--- config.mk ---
export PLATFORM = sky130hd
export DESIGN_NAME = full_adder_core
export DESIGN_NICKNAME = d
export VERILOG_FILES = /design/src/rtl/adder_pkg.sv /design/src/rtl/half_adder.sv /design/src/rtl/full_adder_core.sv
export SDC_FILE = /design/constraint.sdc
export NUM_CORES = 1
export LEC_CHECK = 0
export BUFFER_PORTS_ARGS = -buffer_cell sky130_fd_sc_hd__buf_2
export CELL_PAD_IN_SITES_DETAIL_PLACEMENT = 0
export CELL_PAD_IN_SITES_GLOBAL_PLACEMENT = 2
export CORE_AREA = 8 8 45 47
export CTS_BUF_LIST = sky130_fd_sc_hd__clkbuf_4 sky130_fd_sc_hd__clkbuf_8 sky130_fd_sc_hd__clkbuf_16
export DETAILED_ROUTE_END_ITERATION = 10
export DIE_AREA = 0 0 53 55
export PLACE_DENSITY_LB_ADDON = 0.1
export SYNTH_ARGS = -nofsm -noshare
export SYNTH_HDL_FRONTEND = slang
export SYNTH_SLANG_ARGS = --single-unit
--- constraint.sdc ---
create_clock -name clk -period 2.4 [get_ports clk]
set_input_delay 0.48 -clock clk [delete_from_list [all_inputs] [get_ports clk]]
set_output_delay 0.48 -clock clk [all_outputs]
set_load 0.005 [all_outputs]
--- src/rtl/adder_pkg.sv ---
// Shared types for bit-level adders; multi-bit adders reuse the result type.
package adder_pkg;

   // Width of one adder slice (a single bit for the full adder core).
   localparam int ADD_W = 1;

   // Two-bit adder result: carry-out in the MSB, sum in the LSB.
   typedef struct packed {
      logic cout;
      logic sum;
   } add2_t;

   // Builds a result from its carry and sum parts.
   function automatic add2_t make_result(input logic c, input logic s);
      add2_t r;
      r.cout = c;
      r.sum  = s;
      return r;
   endfunction

endpackage

--- src/rtl/half_adder.sv ---
// One-bit half adder: s = a xor b, c = a and b. Purely combinational.
module half_adder (
   input  logic a,
   input  logic b,
   output logic s,
   output logic c
);

   assign s = a ^ b;
   assign c = a & b;

endmodule

--- src/rtl/full_adder_core.sv ---
// One-bit full adder built from two half adders, with an optional registered
// copy of the result qualified by in_valid.
//
// Handshake: in_valid has no ready partner. The registered path always accepts,
// so a beat transfers on every rising clk edge where in_valid=1 and rst=0.
// out_valid is high for the cycle after each such edge, and low after any edge
// with in_valid=0. Sum_q/Cout_q keep the last captured result until the next
// beat or reset.
module full_adder_core
   import adder_pkg::*;
#(
   parameter int REG_OUT = 1
) (
   input  logic clk,
   input  logic rst,
   input  logic X,
   input  logic Y,
   input  logic Cin,
   input  logic in_valid,
   output logic Sum,
   output logic Cout,
   output logic Sum_q,
   output logic Cout_q,
   output logic out_valid
);

   logic  ha0_s;
   logic  ha0_c;
   logic  ha1_s;
   logic  ha1_c;
   add2_t res;

   // First stage adds the two addend bits.
   half_adder u_ha0 (
      .a (X),
      .b (Y),
      .s (ha0_s),
      .c (ha0_c)
   );

   // Second stage folds the carry-in into the partial sum.
   half_adder u_ha1 (
      .a (ha0_s),
      .b (Cin),
      .s (ha1_s),
      .c (ha1_c)
   );

   // At most one of the two stage carries can be set, so OR gives the carry-out.
   assign res  = make_result(ha0_c | ha1_c, ha1_s);
   assign Sum  = res.sum;
   assign Cout = res.cout;

   generate
      if (REG_OUT != 0) begin : g_reg
         // Capture the combinational result on each valid beat; reset clears it at once.
         always_ff @(posedge clk or posedge rst) begin
            if (rst) begin
               Sum_q     <= 1'b0;
               Cout_q    <= 1'b0;
               out_valid <= 1'b0;
            end else begin
               out_valid <= in_valid;
               if (in_valid) begin
                  Sum_q  <= res.sum;
                  Cout_q <= res.cout;
               end
            end
         end
      end else begin : g_noreg
         // No registered path: outputs are tied low and the clocking inputs go unused.
         logic unused_inputs;
         assign unused_inputs = ^{clk, rst, in_valid};
         assign Sum_q         = 1'b0;
         assign Cout_q        = 1'b0;
         assign out_valid     = 1'b0;
      end
   endgenerate

endmodule

# After elaboration in Yosys (flattened, before gate mapping)

Index checks and enable logic that the tools add are counted.
Widths: inputs -> output; s select.

Bits in registers: 3
Output and inout bits: 5

Bitwise operators: 5

Operators with widths:

| operator    | number |
|---|---|
| $and 1x1->1 | 2 |
| $xor 1x1->1 | 2 |
| $or 1x1->1  | 1 |

# Depth between registers and ports, before layout

Gate-level depths: netlist of run 1.

Depth in word-level cells: 3
Mapped depth: 2
Gate-level depth less buffers: 2

# Cells and area by module

From an unflattened synthesis of run 1, not the netlist that was laid out.

Cells, all modules: 9
Area, all modules: 136.4 µm²

Modules (own cells, without submodules):

| module          | times used | cells each | area an instance (µm²) | seq. area each (µm²) |
|---|---|---|---|---|
| full_adder_core | 1          | 7          | 111.4                  | 75.1 |
| half_adder      | 2          | 1          | 12.5                   | 0.0 |

# Worst setup path after synthesis of run 1

OpenSTA, ideal clock, no wires.

Path kind: in2out
Start: in X
End: out Sum
Data arrival time: 1.029 ns
Required time: 1.920 ns
Slack: 0.891 ns
Stages: 1
Buffers on the path: 0
Path through: fa_1

Longest elaborated chain between the ends: 2

RTL lines:

| what                      | line                  | text |
|---|---|---|
| start, declared           | full_adder_core.sv:16 | `input logic X,` |
| $xor 1x1->1 (2 in series) | half_adder.sv:9       | `assign s = a ^ b;` |
| end, declared             | full_adder_core.sv:20 | `output logic Sum,` |

No other way between the ends.

# Worst setup path in the final report of run 1

Same ends and word-level chain as after synthesis.

==> out/results.ini, run 1 <==
[outcome]
status = completed

[drt]
wire_per_inst_um = 10.43
drt-pass1-iter-count = 1
drc_errors = 0
drt_iter0_drc = 0
wl_um = 386
vias = 108
ant_nets = 0
viasPerCell = 2.919

[clock_network]
clk_pin_slew_ps = 40
cts_tree = done
cts-htree-levels = 1
cts_buffers = 3
cts-hold-fix-buffers = 0
cts_resized = 0
max-clock-path-buffers = 2
clkLatencyLatePin_ps = 230
cts_setup_buffers = 0
root_buffer = clkbuf_4
cts_num_sinks = 3

[synth]
synthCells = 7
postSynthAreaPerCell_um2 = 17.34
yosysTopAreaCell = dfrtp_1
synth_nets = 14
ys_ff_latch = 3
synth_warnings = 0
synthTopCellsByArea = dfrtp_1 62%, mux2_2 19%, fa_1 16%, inv_1 3.1%
synth_top_area_share_pct = 61.86
syn_area_um2 = 121.4
ys_seq_area_share_pct = 61.86
yosysUniqueCellTypes = 4

[worst_setup_path]
path_common_cell = buf_2
crit_type = in2out
cp_num_buf_inv = 2
critPathTopFamily = adder cells
required_ps = 1920
crit_chain = buf_2 -> fa_1 -> buf_2
endpoint_kind = output pin
slowest_stage = fa_1
max_stage_delay_ps = 550
start_kind = input port
crit_fanout = 2
arrival_ps = 1260

[placement]
io_buffers = 10
place_inst = 33
dpl_cell_area_um2 = 191.4
dp_slack_ps = 651.1
routabilityCongestion = 0.5796

[sta]
finalCriticalPeriod_ps = 1738
tns_ps = 0
worstMarginPinSlew_ps = 109.2
hold_violations = 0
drv_slew = 0
rsz0062_at_grt = false
setup_violations = 0
clock.fmax_mhz = 575.4
max-slew-margin-rel_pct = 92.71
fin_skew_ps = 0
worst_slack_ps = 662.1
min_period_over_period_pct = 72.41

[global_route]
grt_usage_pct = 3.505
antenna_found_initial = 0
grt_pass1_wl_um = 614
grt_overflow_total = 0
grt_max_degree = 4
grt_pass1_vias = 152

[final_layout]
drive_above_1_share_pct = 76.19
areaGrowthSynthToFinish_pct = 82.47
stdcell_area_um2 = 221.5
final_util_pct = 16.00
final_nets = 29
n_antenna_cell = 0
fin_cells = 37
final_common_cell = buf_2
final_cell_mix = 10 x buf_2, 4 x clkbuf_4, 3 x dfrtp_1, 2 x mux2_2

[min_path]
hp-class = in2async

[floorplanning]
rows = 14
die_x_um = 53
initial_utilization_pct = 8.770
ios = 11
die_y_um = 55
die-area_um2 = 2915
core-area_um2 = 1384

[power]
vdd_drop_max_v = 0.0001389
powerDensity_nw_per_um2 = 842.5
power.leakage_nw = 0.1133

[job]
max_cap_viol_count = 0

==> flip-flops by register name, indices dropped and copies added, names as in the netlist <==
signal / cells
out_valid: 1
Cout_q: 1
Sum_q: 1
==> cell usage after synthesis, drive strengths merged <==
library cell / count
dfrtp: 3
fa: 1
inv: 1
mux2: 2
==> layer usage <==
layer | GRT usage [%] | up-vias | routed length [µm]
met5 | 0 | - | 0
met4 | 6.466 | 0 | 0
met3 | 3.476 | 0 | 94
met2 | 3.906 | 10 | 132
met1 | 2.446 | 48 | 158
li1 | - | 50 | -
==> where the power goes <==
part           switching, mW  internal [mW]  total, mW  leakage, nW
combinational         0.0119         0.0159     0.0278       0.0599
clock                 0.0254         0.0735     0.0989       0.0184
sequential           0.00261         0.0572     0.0598       0.0350
==> cell type report <==
type                            count  area (µm²)
Tap cell                           16       20.02
Timing Repair Buffer               10       50.05
Inverter                            1       3.754
Sequential cell                     3       75.07
Clock buffer                        4       30.03
Fill cell                         167        1162
Multi-Input combinational cell      3       42.54
==> logic make-up after synthesis <==
| family | count (synthesis) | synth area share [%] |
|---|---|---|
| multiplexers | 2 | 18.56 |
| flip-flops | 3 | 61.85 |
| adder cells (fa/ha/maj) | 1 | 16.50 |
| buffers and inverters | 1 | 3.090 |
==> stage by stage <==
stage	hold WS (ps)	total power, mW
final	108.2	0.1866
after global routing	108.0	0.2009
after CTS	101.8	0.1936
after detailed placement	351.9	0.08989
after global placement	352.2	0.09021
after floorplan	233.6	0.07155
==> path summary, 6_finish.rpt <==
kind,from,end,slack (ps),cells past startpoint
min in group clk,in_valid,out_valid,400,1
max,X,Sum,660,3
max in group asynchronous,rst,Cout_q,2160,2
max reg2reg,Sum_q,Sum_q,1660,1
min,rst,Sum_q,110,2
min reg2reg,Cout_q,Cout_q,500,1
Note: power is estimated with default switching activity, not from simulation.
==> inputs of run 2 (changes only) <==
clock period = 1.6 ns   (was 2.4 ns; I/O delays follow)
==> run 2 against run 1 <==
Against the previous run: clock power up 49%; combinational power up 56%; total power up 50%; die area unchanged; largest power group unchanged.
==> out/results.ini, run 2 (synthesis gave the netlist of run 1 again) <==
[floorplanning]
initial_utilization_pct = 8.770
die_y_um = 55
core-area_um2 = 1384
ios = 11
die-area_um2 = 2915
die_x_um = 53
rows = 14

[sta]
tns_ps = 0
max-slew-margin-rel_pct = 92.66
clock.fmax_mhz = 706.3
fin_skew_ps = 0
hold_violations = 0
min_period_over_period_pct = 88.48
worstMarginPinSlew_ps = 110.0
drv_slew = 0
setup_violations = 0
rsz0062_at_grt = false
holdWs_ps = 242.6
finalCriticalPeriod_ps = 1416

[global_route]
antenna_found_initial = 0
grt_usage_pct = 3.945
grt_max_degree = 4
grt_overflow_total = 0
grt_pass1_vias = 141
grt_pass1_wl_um = 696

[drt]
drt_iter0_drc = 0
drt-pass1-iter-count = 1
wl_um = 401
viasPerCell = 2.737
wire_per_inst_um = 10.55
drc_errors = 0
ant_nets = 0
vias = 104

[clock_network]
max-clock-path-buffers = 2
cts_buffers = 3
cts_num_sinks = 3
clkLatencyLatePin_ps = 230
root_buffer = clkbuf_4
cts-htree-levels = 1
clk_pin_slew_ps = 40
cts_tree = done

[worst_setup_path]
critPathTopFamily = adder cells
path_common_cell = buf_2
endpoint_kind = output pin
max_stage_delay_ps = 550
cp_num_buf_inv = 2
slowest_stage = fa_1
start_kind = input port
crit_fanout = 2
crit_chain = buf_2 -> fa_1 -> buf_2
required_ps = 1280
arrival_ps = 1100
crit_type = in2out

[final_layout]
final_cell_mix = 10 x buf_2, 4 x clkbuf_4, 3 x dfrtp_1, 2 x mux2_2
n_antenna_cell = 0
final_nets = 30
areaGrowthSynthToFinish_pct = 90.72
num-fill-cells = 155
final_common_cell = buf_2
drive_above_1_share_pct = 72.73
top_regs = Cout_q x1, Sum_q x1, out_valid x1

[power]
vdd_drop_max_v = 0.0001534
power.leakage_nw = 0.1175
powerDensity_nw_per_um2 = 1212

[min_path]
hp-class = in2reg

[outcome]
status = completed

[placement]
routabilityCongestion = 0.5574
io_buffers = 10

[job]
max_cap_viol_count = 0

==> run 2: cell count changes in the layout (fill, tap and decap cells not counted), sizes merged <==
cell,before,now
dlygate4sd3,0,1
==> run 2: path summary, 6_finish.rpt <==
| path | depth (start not counted) | slack [ps] | end | start |
|---|---|---|---|---|
| worst max-delay path | 3 | 180 | Sum | X |
| worst min register to register | 1 | 500 | Sum_q | Sum_q |
| max in group asynchronous | 3 | 980 | Sum_q | rst |
| worst min-delay path | 1 | 240 | out_valid | in_valid |
| worst max register to register | 1 | 850 | Cout_q | Cout_q |
| min in group asynchronous | 3 | 500 | out_valid | rst |
==> run 2: what timing repair did <==
action	in CTS	in global routing
gates resized for setup	0	0
endpoints found under the hold margin	3	0
hold buffers	1	0
setup buffers	0	0
==> run 2: through the flow <==
stage | instance area [µm²] | utilization, % | power, mW | instances | setup WS (ps)
2_1_floorplan | 121.4 | - | 0.1073 | 7 | 395.6
3_3_place_gp | 191.4 | 13.83 | 0.1353 | 33 | 184.0
3_5_place_dp | 191.4 | 13.83 | 0.1343 | 33 | 166.2
4_1_cts | 231.5 | 16.73 | 0.2931 | 38 | 165.9
5_1_grt | 231.5 | 16.73 | 0.3083 | 38 | 146.5
6_report | 231.5 | 16.73 | 0.2805 | 38 | 184.3
==> run 2: area by class of cell <==
type                            count  area, µm²  share of cell area, %
Tap cell                           16      20.02                  8.649
Inverter                            1      3.754                  1.622
Timing Repair Buffer               11      60.06                  25.95
Multi-Input combinational cell      3      42.54                  18.38
Clock buffer                        4      30.03                  12.97
Sequential cell                     3      75.07                  32.43
==> run 2: metal layers <==
layer	vias up	part of all wire, %	routed length [µm]	track usage, %
met1	42	37	147	3.063
met4	0	0	0	6.466
met3	0	30	119	5.080
met5	-	0	0	0
met2	10	34	135	3.516
li1	52	-	-	-
==> run 2: power breakdown <==
group	internal (mW)	switching (mW)
registers	0.0858	0.00393
logic	0.0254	0.0180
clock network	0.110	0.0371
==> inputs of run 3 (changes only) <==
CELL_PAD_IN_SITES_DETAIL_PLACEMENT = not set   (was 0)
CELL_PAD_IN_SITES_GLOBAL_PLACEMENT = not set   (was 2)
PLACE_DENSITY_LB_ADDON = not set   (was 0.1)
==> run 3 against run 2 <==
Against the previous run: sequential power barely moved; clock power barely moved; highest routed layer unchanged; largest cell class unchanged; flip-flop and latch count did not move; setup slack got worse by 1.7 ps; register-to-register slack barely moved; total power rose by 0.58%; fmax fell by 0.12%; critical endpoint unchanged; non-clock buffer count did not move; worst hold slack got worse by 2.7 ps; global-route usage rose by 0.057 points.
==> out/results.ini, run 3 (synthesis gave the netlist of run 1 again) <==
[outcome]
status = completed

[sta]
drv_slew = 0
worstMarginPinSlew_ps = 112.5
setup_violations = 0
hold_violations = 0
min_period_over_period_pct = 88.59
max-slew-margin-rel_pct = 92.49
fin_skew_ps = 0
rsz0062_at_grt = false
clock.fmax_mhz = 705.5
finalCriticalPeriod_ps = 1417
tns_ps = 0
worst_slack_ps = 182.5

[floorplanning]
rows = 14
initial_utilization_pct = 8.770
die_y_um = 55
die-area_um2 = 2915
die_x_um = 53
ios = 11
core-area_um2 = 1384

[power]
pwr-share-seq_pct = 31.9
power.leakage_nw = 0.1175
powerDensity_nw_per_um2 = 1219
p_clk_share_pct = 52.9
total_power_uw = 282.1
vdd_drop_max_v = 0.0001816
power_frac_comb_pct = 15.2
p_sw_uw = 60.54
power.internal_uw = 221.6
sw_frac_of_total_pct = 21.46

[worst_setup_path]
crit_fanout = 2
endpoint_kind = output pin
crit_chain = buf_2 -> fa_1 -> buf_2
arrival_ps = 1100
r2r-start = Cout_q
max_stage_delay_ps = 550
cp_num_buf_inv = 2
crit_type = in2out
critPathTopFamily = adder cells
required_ps = 1280
slowest_stage = fa_1
critPathLaunch = X
path_common_cell = buf_2
start_kind = input port

[global_route]
grt_max_degree = 4
grt_overflow_total = 0
grt_pass1_wl_um = 641
grt_pass1_vias = 145
antenna_found_initial = 0
grt_usage_pct = 4.002

[final_layout]
final_util_pct = 16.73
areaGrowthSynthToFinish_pct = 90.72
fin_cells = 38
final_nets = 30
final_cell_mix = 10 x buf_2, 4 x clkbuf_4, 3 x dfrtp_1, 2 x mux2_2
top_regs = Cout_q x1, Sum_q x1, out_valid x1
drive_above_1_share_pct = 72.73
final_common_cell = buf_2
n_antenna_cell = 0

[placement]
routabilityCongestion = 0.6120
dp_slack_ps = 178.3
io_buffers = 10
place_inst = 33

[clock_network]
cts_resized = 0
root_buffer = clkbuf_4
cts-htree-levels = 1
cts_tree = done
max-clock-path-buffers = 2
cts_buffers = 3
clkLatencyLatePin_ps = 230
cts_num_sinks = 3
clk_pin_slew_ps = 40

[drt]
viasPerCell = 2.658
drt_iter0_drc = 2
vias = 101
drc_errors = 0
wl_um = 388
ant_nets = 0
drt-pass1-iter-count = 2
wire_per_inst_um = 10.21

[job]
max_cap_viol_count = 0

[min_path]
hp-class = in2reg
min_from = in_valid

[run 3: final timing paths]
check | cells after the start | slack (ps) | endpoint
setup / recovery | 3 | 180 | Sum
max in group asynchronous | 3 | 980 | out_valid
hold / removal | 1 | 240 | out_valid
min in group asynchronous | 3 | 490 | Cout_q
setup reg to reg | 1 | 850 | Cout_q
hold reg to reg | 1 | 490 | Sum_q
[run 3: area by class of cell]
cell class	count	area, µm²
multi-input cells	3	42.54
fillers	156	1152
inverters	1	3.754
repair buffers	11	60.06
clock buffers	4	30.03
well taps	16	20.02
flip-flops and latches	3	75.07
[run 3: what timing repair did]
action,in CTS,in global routing
setup buffers,0,0
endpoints found under the hold margin,3,0
hold buffers,1,0
[run 3: per-stage QoR]
step	cell area, µm²	hold slack [ps]
after global placement	191.4	187.4
final	231.5	239.8
after floorplan	121.4	73.64
after detailed placement	191.4	186.3
after CTS	231.5	227.8
after global routing	231.5	228.2
[run 3: power groups by stage]
| stage | clock (mW) | combinational (mW) | sequential [mW] |
|---|---|---|---|
| 3_5_place_dp | 0 | 0.0424 | 0.0909 |
| 2_1_floorplan | 0 | 0.0154 | 0.0919 |
| 6_report | 0.149 | 0.0429 | 0.0899 |
| 4_1_cts | 0.160 | 0.0445 | 0.0899 |
| 5_1_grt | 0.167 | 0.0490 | 0.0912 |
| 3_3_place_gp | 0 | 0.0416 | 0.0909 |
[run 3: layer usage]
layer  vias up  track usage [%]  wire (µm)
met2        10            2.930        121
met5         -                0          0
met1        40            3.374        155
met4         0            6.466          0
met3         0            5.615        111
li1         51                -          -
